## src/rtl/my8cpu_io_pkg.sv

```systemverilog
// Shared types and constants for the CPU OUT-port serial stage.
package my8cpu_io_pkg;

   typedef enum logic [2:0] {
      S_IDLE,
      S_START,
      S_DATA,
      S_PARITY,
      S_STOP
   } tx_state_t;

   localparam int   DATA_BITS  = 8;
   localparam logic IDLE_LEVEL = 1'b1;

endpackage

```

## src/rtl/byte_fifo.sv

```systemverilog
// Circular byte FIFO; push/pop take effect at the clock edge, dout shows the head combinationally.
// A push into a full FIFO is ignored unless a pop happens in the same cycle.
module byte_fifo
   import my8cpu_io_pkg::*;
#(
   parameter int FIFO_DEPTH = 4
) (
   input  logic                               clock,
   input  logic                               nReset,
   input  logic                               push,
   input  logic                               pop,
   input  logic [DATA_BITS-1:0]               din,
   output logic [DATA_BITS-1:0]               dout,
   output logic [$clog2(FIFO_DEPTH+1)-1:0]    count,
   output logic                               full,
   output logic                               empty
);

   localparam int AW = $clog2(FIFO_DEPTH);
   localparam int CW = $clog2(FIFO_DEPTH + 1);

   logic [DATA_BITS-1:0] mem [FIFO_DEPTH];
   logic [AW-1:0]        rd_ptr;
   logic [AW-1:0]        wr_ptr;
   logic                 do_push;
   logic                 do_pop;

   assign full    = (count == CW'(FIFO_DEPTH));
   assign empty   = (count == '0);
   assign do_pop  = pop && !empty;
   assign do_push = push && (!full || do_pop);
   assign dout    = mem[rd_ptr];

   // Pointers wrap naturally because the depth is a power of two.
   always_ff @(posedge clock) begin
      if (!nReset) begin
         rd_ptr <= '0;
         wr_ptr <= '0;
         count  <= '0;
      end else begin
         if (do_push) wr_ptr <= wr_ptr + 1'b1;
         if (do_pop)  rd_ptr <= rd_ptr + 1'b1;
         if (do_push && !do_pop)      count <= count + 1'b1;
         else if (!do_push && do_pop) count <= count - 1'b1;
      end
   end

   always_ff @(posedge clock) begin
      if (do_push) mem[wr_ptr] <= din;
   end

endmodule

```

## src/rtl/out_port_uart_tx.sv

```systemverilog
// Queues every change of the CPU OUT byte and sends it as a UART frame (8N1, or 8E1 with OUT_UART_PARITY_EN).
// tx falls two edges after an OUT change; no backpressure, bytes arriving while full are dropped and flag overflow.
module out_port_uart_tx
   import my8cpu_io_pkg::*;
#(
   parameter int CLKS_PER_BIT = 10,
   parameter int FIFO_DEPTH   = 4
) (
   input  logic                               clock,
   input  logic                               nReset,
   input  logic [7:0]                         OUT_data,
   output logic                               tx,
   output logic                               busy,
   output logic [$clog2(FIFO_DEPTH+1)-1:0]    fifo_count,
   output logic                               overflow
);

   localparam int             BW        = $clog2(CLKS_PER_BIT);
   localparam logic [BW-1:0]  BAUD_LAST = BW'(CLKS_PER_BIT - 1);

   tx_state_t            state, state_next;
   logic [BW-1:0]        baud, baud_next;
   logic [2:0]           bit_cnt, bit_next;
   logic [DATA_BITS-1:0] shift, shift_next;
   logic [7:0]           prev;
   logic                 push, pop, tx_next, baud_last;
   logic [DATA_BITS-1:0] fifo_dout;
   logic                 fifo_full, fifo_empty;
`ifdef OUT_UART_PARITY_EN
   logic                 par_bit;
`endif

   assign push      = (OUT_data != prev);
   assign busy      = (state != S_IDLE);
   assign baud_last = (baud == BAUD_LAST);

   byte_fifo #(.FIFO_DEPTH(FIFO_DEPTH)) u_fifo (
      .clock (clock),
      .nReset(nReset),
      .push  (push),
      .pop   (pop),
      .din   (OUT_data),
      .dout  (fifo_dout),
      .count (fifo_count),
      .full  (fifo_full),
      .empty (fifo_empty)
   );

   always_ff @(posedge clock) begin
      if (!nReset) begin
         prev     <= 8'h00;
         overflow <= 1'b0;
      end else begin
         prev <= OUT_data;
         if (push && fifo_full && !pop) overflow <= 1'b1;
      end
   end

   always_ff @(posedge clock) begin
      if (!nReset) begin
         state   <= S_IDLE;
         baud    <= '0;
         bit_cnt <= '0;
         shift   <= '0;
         tx      <= IDLE_LEVEL;
      end else begin
         state   <= state_next;
         baud    <= baud_next;
         bit_cnt <= bit_next;
         shift   <= shift_next;
         tx      <= tx_next;
      end
   end

`ifdef OUT_UART_PARITY_EN
   always_ff @(posedge clock) begin
      if (!nReset)  par_bit <= 1'b0;
      else if (pop) par_bit <= ^fifo_dout;
   end
`endif

   // Pop decisions look at the registered FIFO state, so a byte pushed this edge is popped next edge.
   always_comb begin
      state_next = state;
      baud_next  = baud_last ? '0 : baud + 1'b1;
      bit_next   = bit_cnt;
      shift_next = shift;
      pop        = 1'b0;
      case (state)
         S_IDLE: begin
            baud_next = '0;
            if (!fifo_empty) begin
               pop        = 1'b1;
               shift_next = fifo_dout;
               state_next = S_START;
            end
         end
         S_START: begin
            if (baud_last) state_next = S_DATA;
         end
         S_DATA: begin
            if (baud_last) begin
               shift_next = shift >> 1;
               bit_next   = bit_cnt + 1'b1;
               if (bit_cnt == 3'(DATA_BITS - 1)) begin
`ifdef OUT_UART_PARITY_EN
                  state_next = S_PARITY;
`else
                  state_next = S_STOP;
`endif
               end
            end
         end
`ifdef OUT_UART_PARITY_EN
         S_PARITY: begin
            if (baud_last) state_next = S_STOP;
         end
`endif
         S_STOP: begin
            if (baud_last) begin
               if (!fifo_empty) begin
                  pop        = 1'b1;
                  shift_next = fifo_dout;
                  state_next = S_START;
               end else begin
                  state_next = S_IDLE;
               end
            end
         end
         default: begin
            state_next = S_IDLE;
            baud_next  = '0;
         end
      endcase
   end

   always_comb begin
      tx_next = IDLE_LEVEL;
      case (state_next)
         S_START:  tx_next = 1'b0;
         S_DATA:   tx_next = shift_next[0];
`ifdef OUT_UART_PARITY_EN
         S_PARITY: tx_next = par_bit;
`endif
         default:  tx_next = IDLE_LEVEL;
      endcase
   end

endmodule

```

## config.mk

```make
export PLATFORM = sky130hd
export DESIGN_NAME = out_port_uart_tx
export DESIGN_NICKNAME = d
export VERILOG_FILES = /design/src/rtl/my8cpu_io_pkg.sv /design/src/rtl/byte_fifo.sv /design/src/rtl/out_port_uart_tx.sv
export SDC_FILE = /design/constraint.sdc
export NUM_CORES = 1
export LEC_CHECK = 0
export BUFFER_PORTS_ARGS = -buffer_cell sky130_fd_sc_hd__clkbuf_2
export CORE_ASPECT_RATIO = 1.5
export CORE_MARGIN = 2
export CORE_UTILIZATION = 53
export CTS_CLUSTER_DIAMETER = 100
export CTS_CLUSTER_SIZE = 8
export DETAILED_ROUTE_END_ITERATION = 7
export PLACE_DENSITY = 0.82
export SETUP_SLACK_MARGIN = 0.3
export SLEW_MARGIN = 20
export SYNTH_ARGS = -nofsm -noshare
export SYNTH_HDL_FRONTEND = slang
export SYNTH_HIERARCHICAL = 1
export SYNTH_SLANG_ARGS = --single-unit
```

## constraint.sdc

```tcl
create_clock -name clock -period 8.2 [get_ports clock]
set_input_delay 2.46 -clock clock [delete_from_list [all_inputs] [get_ports clock]]
set_output_delay 2.46 -clock clock [all_outputs]
set_load 0.01 [all_outputs]
```

==> metrics.md, run 1 <==
| Metric | Value |
|---|---|
| Crit path launch | OUT_data[4] |
| # H-tree levels | 3 |
| Std-Cell Core Area | approximately 5400 um2 |
| Post-CTS Setup Bufs | 0 |
| R2r setup slk | 4.79 ns |
| Root buf cell | clkbuf_8 |
| Total Wirelength | around 5.0 mm |
| Detailed Route Iter0 Violations | 84 |
| DRC Markers | 0 |
| Critical path class | primary input to flip-flop |
| Share of cells above drive strength 1 | 18.6% |
| Xor/xnor share of the synthesized area | 4.79% |
| Element type at the critical path start | primary input |
| Post-Syn Instances | 221 |
| Hold buffers post-CTS | 0 |
| Min Tclk post-route | about 4.4 ns |
| Pwr per Cell Area | around 320 nW/um2 |
| Die height | between 90 and 100 um |
| GRT Util Overall | 17.9% |
| Fraction of registers with async set/reset | 0% |
| Type of destination of the critical path | flip-flop |
| Vias in the first global route | 1,699 |
| Die width | 64.6 um |
| Initial antenna violation count | 0 |
| Worst vdd ir | around 220 uV |
| Reg clk slew, reported paths | ~0.070 ns |
| TNS Setup | 0 ns |
| Syn avg cell area | about 13 um2 |
| Tot Pwr | 1.05 mW |
| Clock sink count | 69 |
| DIE AREA | 6140 um2 |
| Outcome | complete, no violations |
| Synth Warn # | 6 |
| Count of buffers from port buffering | 15 |
| Distinct cells, synth | 48 |
| Main combinational cell family by area after synthesis | simple AND/OR/NAND/NOR gates |
| Max-slew headroom | 56.5% |
| Gr ovfl total | 0 |
| Row cnt | 33 |
| Final setup viols | 0 |
| CTS Buf Count | 9 |
| Synth Net Count | 241 |
| Clk_lat worst skew | 0.34 ns |
| Avg WL per Cell | around 16 um |
| Routed Antenna Nets | 0 |
| CP max FO | 7 |
| Compound-Gate Fraction of Synth Area | 8.99% |
| Via Count | 1,722 |
| Synth Area in Simple Gates | 12.5% |
| Post-CTS Resized | 0 |
| RSZ-0062 raised after global routing | false |
| Max Cap Viol | 0 |
| Measured slew at the worst slew-check pin | about 0.65 ns |
| HP Start | baud[0] |
| Mux contribution to synthesized area | 7.19% |
| Dpl hpwl | 3.32 mm |
| Clock Skew | 0.00399 ns |
| Hold Crit Class | flip-flop to flip-flop |
| TritonRoute pass-1 iters | 4 |
| RR Startpoint | baud[0] |
| Global-route wire length before repair | 7.98 mm |
| Post-layout instance area | 3240 um2 |
| Register area share after synthesis | 58.2% |
| Final Hold Fails | 0 |
| FMAX | 0.228 GHz |
| Initial core utilization | 54.1% |
| Lkg Pwr | 1.25 nW |
| Required @ worst endpoint | 8.46 ns |
| Main flop type after synthesis | dfxtp_1 |
| Crit path DAT | 4.64 ns |
| Largest net degree at the start of global routing | 35 |
| Bufs on Longest Clock Path | 2 |
| Tcrit/Tclk final | between 50% and 60% |
| Hold WS | 0.470 ns |
| Inserted Diodes | 0 |
| Number of I/O pins | 16 |
| Post-synthesis adder-cell area fraction | 4.88% |
| Number of synthesized flops with an enable pin | 32 |
| Placer's final routability congestion estimate | 0.743 |
| CTS tree | built |
| Area grow syn2layout | 10.8% |
| Synth Register Bits | 69 |
| Cell Area, Synth | around 2900 um2 |
| Vias per cell | 5.52 |
| Max-slew violation count | 0 |
| Final #Nets | between 200 and 300 |
| Post-Place Cell Area | 3020 um2 |
[cells in the mapped netlist, types with 2 or more instances]
| master | count | area share [%] |
|---|---|---|
| dfxtp_1 | 37 | 25 |
| edfxtp_1 | 32 | 33 |
| and2_1 | 18 | 3.9 |
| nand2_1 | 11 | 1.4 |
| xor2_1 | 11 | 3.3 |
| a21boi_0 | 10 | 2.6 |
| ha_1 | 9 | 3.9 |
| nand3_1 | 9 | 1.5 |
| inv_1 | 8 | 1.0 |
| mux4_2 | 8 | 6.2 |
| nor2_1 | 8 | 1.0 |
| a22oi_1 | 6 | 1.5 |
| xnor2_1 | 5 | 1.5 |
| clkbuf_1 | 4 | 0.51 |
| mux2i_1 | 3 | 1.0 |
| nor3_1 | 3 | 0.51 |
| a21oi_1 | 2 | 0.34 |
| buf_2 | 2 | 0.34 |
| clkbuf_8 | 2 | 0.94 |
| nor4_1 | 2 | 0.43 |
| o21ai_0 | 2 | 0.34 |
| or3_1 | 2 | 0.43 |
| or4_1 | 2 | 0.51 |
[metal layers]
| metal | share of wire (%) | vias to the layer above | global-route usage, % |
|---|---|---|---|
| met5 | 0 | - | 0 |
| met2 | 55 | 26 | 31.6 |
| met1 | 40 | 850 | 19.5 |
| met3 | 2.8 | 8 | 5.60 |
| li1 | - | 838 | - |
| met4 | 1.7 | 0 | 8.16 |
[metrics by stage]
stage | std cells | setup WS [ns] | util (%)
2_1_floorplan | 221 | 3.99 | -
3_3_place_gp | 296 | 3.65 | 55.8
3_5_place_dp | 296 | 3.54 | 55.8
4_1_cts | 312 | 3.84 | 59.9
5_1_grt | 312 | 3.74 | 59.9
6_report | 312 | 3.82 | 59.9
[critical path, stage by stage]
cell	delay, ns
clkbuf_2	0.12
xor2_1	0.15
nor4_1	0.51
nand2_1	0.12
a21boi_4	0.18
ha_1	0.25
inv_1	0.08
fa_1	0.19
xor2_1	0.08
or3_1	0.30
a21boi_0	0.19
[registers in the layout (all words and copies together) (netlist names), named ones only]
register and count:
u_fifo/mem 32, prev 8, shift 8, baud 4, bit_cnt 3, state 3
u_fifo/count 3, u_fifo/rd_ptr 2, u_fifo/wr_ptr 2, overflow 1, tx 1
[logic make-up after synthesis]
| family | Yosys count |
|---|---|
| AO/OA/AOI/OAI | 32 |
| XOR/XNOR | 16 |
| adder cells (fa/ha/maj) | 11 |
| buffers and inverters | 19 |
| flip-flops | 69 |
| multiplexers | 11 |
| AND/OR/NAND/NOR | 63 |
[layout make-up]
| cell class | count | area [um2] |
|---|---|---|
| clock buffer | 9 | 124 |
| tap | 70 | 87.6 |
| clock inverter | 7 | 97.6 |
| fill | 406 | 2170 |
| multi-input combinational | 133 | 1120 |
| sequential | 69 | 1700 |
| inverter | 9 | 33.8 |
| timing repair buffer | 15 | 75.1 |
[placed cells by master (no fill, tap or decap), drive strengths merged, types with 2 or more instances in the layout]
master / Yosys / final
mux4: 8 / 8
nor3: 3 / 3
clkbuf: 6 / 24
bufinv: 0 / 2
nor2: 8 / 8
nand2: 11 / 11
inv: 8 / 10
xor2: 11 / 11
or4: 2 / 2
a21boi: 11 / 11
clkinvlp: 0 / 2
o21ai: 2 / 2
xnor2: 5 / 5
a21oi: 2 / 2
or3: 2 / 2
a22oi: 6 / 6
clkinv: 1 / 2
nand3: 9 / 9
nor4: 2 / 2
edfxtp: 32 / 32
dfxtp: 37 / 37
ha: 9 / 9
and2: 18 / 18
mux2i: 3 / 3
[path summary, 6_finish.rpt]
| check | cells after the start | end |
|---|---|---|
| hold reg to reg | 1 | baud[0] |
| setup reg to reg | 12 | u_fifo/count[2] |
| hold / removal | 1 | baud[0] |
| setup / recovery | 11 | u_fifo/count[2] |
[report_power, final]
group          switching, mW  total, mW  leakage, nW  internal, mW
combinational          0.137      0.255        0.538         0.119
sequential            0.0496      0.488        0.604         0.439
clock                  0.130      0.303        0.106         0.173
total                  0.317       1.05         1.25         0.730
No activity file was read; power rests on OpenSTA's default activity.
==> run 2, diff against run 1 <==
- PLACE_DENSITY: 0.82 -> 0.84
- clock period: 8.2 -> 3.6 ns (I/O delays scaled with it)
==> metrics.md, run 2 (synthesized netlist as in run 1, its figures left out) <==
| Metric | Value |
|---|---|
| Initial antenna violation count | 0 |
| Count of buffers from port buffering | 15 |
| GRT Util Overall | 18.2% |
| Tcrit/Tclk final | 84.6% |
| Std-Cell Core Area | 5410 um2 |
| Min Tclk post-route | 3.04 ns |
| Share of cells above drive strength 1 | 20.0% |
| Hold Crit Class | flip-flop to flip-flop |
| Largest net degree at the start of global routing | 35 |
| RR Startpoint | baud[0] |
| Vias in the first global route | 1,722 |
| Via Count | about 1,700 |
| Die width | 64.6 um |
| TritonRoute pass-1 iters | 4 |
| Tot Pwr | 2.35 mW |
| Biggest regs | u_fifo/mem: 32 flops, prev: 8 flops, shift: 8 flops |
| Clk_lat worst skew | 0.34 ns |
| Area taken by flip-flops and latches | 1700 um2 |
| Worst slack at placement | 0.283 ns |
| Type of destination of the critical path | flip-flop |
| Number of I/O pins | 16 |
| Lkg Pwr | between 1 and 1.5 nW |
| Fill count | 441 |
| Element type at the critical path start | primary input |
| Area grow syn2layout | 11.2% |
| FMAX | 0.328 GHz |
| Bufs on Longest Clock Path | 2 |
| R2r setup slk | 0.60 ns |
| WHS Path Cells | 1 |
| CP max FO | 7 |
| Most frequent cells in the layout | dfxtp_1, edfxtp_1, and2_1, clkbuf_2 |
| # H-tree levels | 3 |
| Max reg flops | 32 |
| Largest Register | u_fifo/mem |
| Final setup viols | 0 |
| Critical path class | primary input to flip-flop |
| Dpl hpwl | 3.33 mm |
| Worst vdd ir | 614 uV |
| DIE AREA | approximately 6100 um2 |
| Routed Antenna Nets | 0 |
| CTS tree | built |
| Fin util | about three fifths |
| Root buf cell | clkbuf_8 |
| Setup ws final | 0.556 ns |
| Final Hold Fails | 0 |
| Gr ovfl total | 0 |
| Hold WS | between 0.4 and 0.5 ns |
| Die height | 95.0 um |
| Required @ worst endpoint | about 3.9 ns |
| HP Start | baud[0] |
| Max-slew violation count | 0 |
| RR Endpoint | u_fifo/count[2] |
| DRC Markers | 0 |
| Reg clk slew, reported paths | 0.08 ns |
| Footprint of the multi-input gates | approximately 1100 um2 |
| Hold buffers post-CTS | 0 |
| Final #Nets | 260 |
| Inserted Diodes | 0 |
| Placer's final routability congestion estimate | 0.747 |
| RSZ-0062 raised after global routing | false |
| Row cnt | 33 |
| Most common cell after layout, fill and taps aside | dfxtp_1 |
| Max Cap Viol | 0 |
| R2R cell count | 12 |
| Crit path DAT | 3.29 ns |
| Initial core utilization | 54.1% |
| Avg WL per Cell | 15.7 um |
| CTS Buf Count | 9 |
| Detailed Route Iter0 Violations | 99 |
| Pwr per Cell Area | roughly 720 nW/um2 |
| TNS Setup | 0 ns |
| Measured slew at the worst slew-check pin | roughly 0.66 ns |
| Outcome | complete, no violations |
| Max-slew headroom | ~56% |
| Clock Skew | 0.0115 ns |
| Clock sink count | a little under 70 |
| Global-route wire length before repair | 8.05 mm |
| Worst Hold End | baud[0] |
| Total Wirelength | 4.93 mm |
| Vias per cell | 5.49 |
## run 2: how the worst max path moves through the flow
stage                 from         endpoint  slack [ns]  depth (start not counted)
2_1_floorplan      baud[0]  u_fifo/count[2]        0.72                         12
5_1_grt            baud[0]  u_fifo/count[2]        0.40                         12
3_5_place_dp   OUT_data[2]  u_fifo/count[2]        0.28                         12
3_3_place_gp   OUT_data[2]  u_fifo/count[2]        0.39                         12
6_report       OUT_data[4]  u_fifo/count[2]        0.56                         12
4_1_cts            baud[0]  u_fifo/count[2]        0.39                         12
## run 2: repair_timing
action	in CTS	in global routing
setup buffers	0	1
resized for setup	0	1
endpoints found under the setup margin	0	1
## run 2: where the power goes
part	leakage [nW]	switching [mW]	internal (mW)	total, mW
sequential	0.604	0.116	0.998	1.11
clock	0.0968	0.308	0.328	0.636
combinational	0.554	0.311	0.291	0.601
## run 2: layout make-up
type,count,area share (%)
Clock buffer,9,3.81
Tap cell,70,2.69
Clock inverter,7,2.46
Sequential cell,69,52.3
Multi-Input combinational cell,133,34.6
Timing Repair Buffer,18,3.00
Inverter,9,1.04
## run 2: critical path: stages
cell	delay [ns]
clkbuf_2	0.16
xor2_1	0.17
nor4_1	0.09
buf_4	0.14
nand2_1	0.06
a21boi_4	0.26
ha_1	0.22
inv_1	0.06
fa_1	0.37
xor2_1	0.15
or3_1	0.31
a21boi_0	0.23
## run 2: per-layer routing
layer / vias to the layer above / part of all wire (%) / track usage (%)
met5: - / 0 / 0
met4: 0 / 1.1 / 7.98
met3: 5 / 3.5 / 5.48
met2: 26 / 56 / 34.3
met1: 853 / 39 / 18.3
li1: 846 / - / -
## run 2: per-stage QoR
stage / instances / area, um2
after floorplan: 221 / 2920
after global placement: 298 / 3030
after detailed placement: 298 / 3030
after CTS: 314 / 3240
after global routing: 315 / 3250
final: 315 / 3250
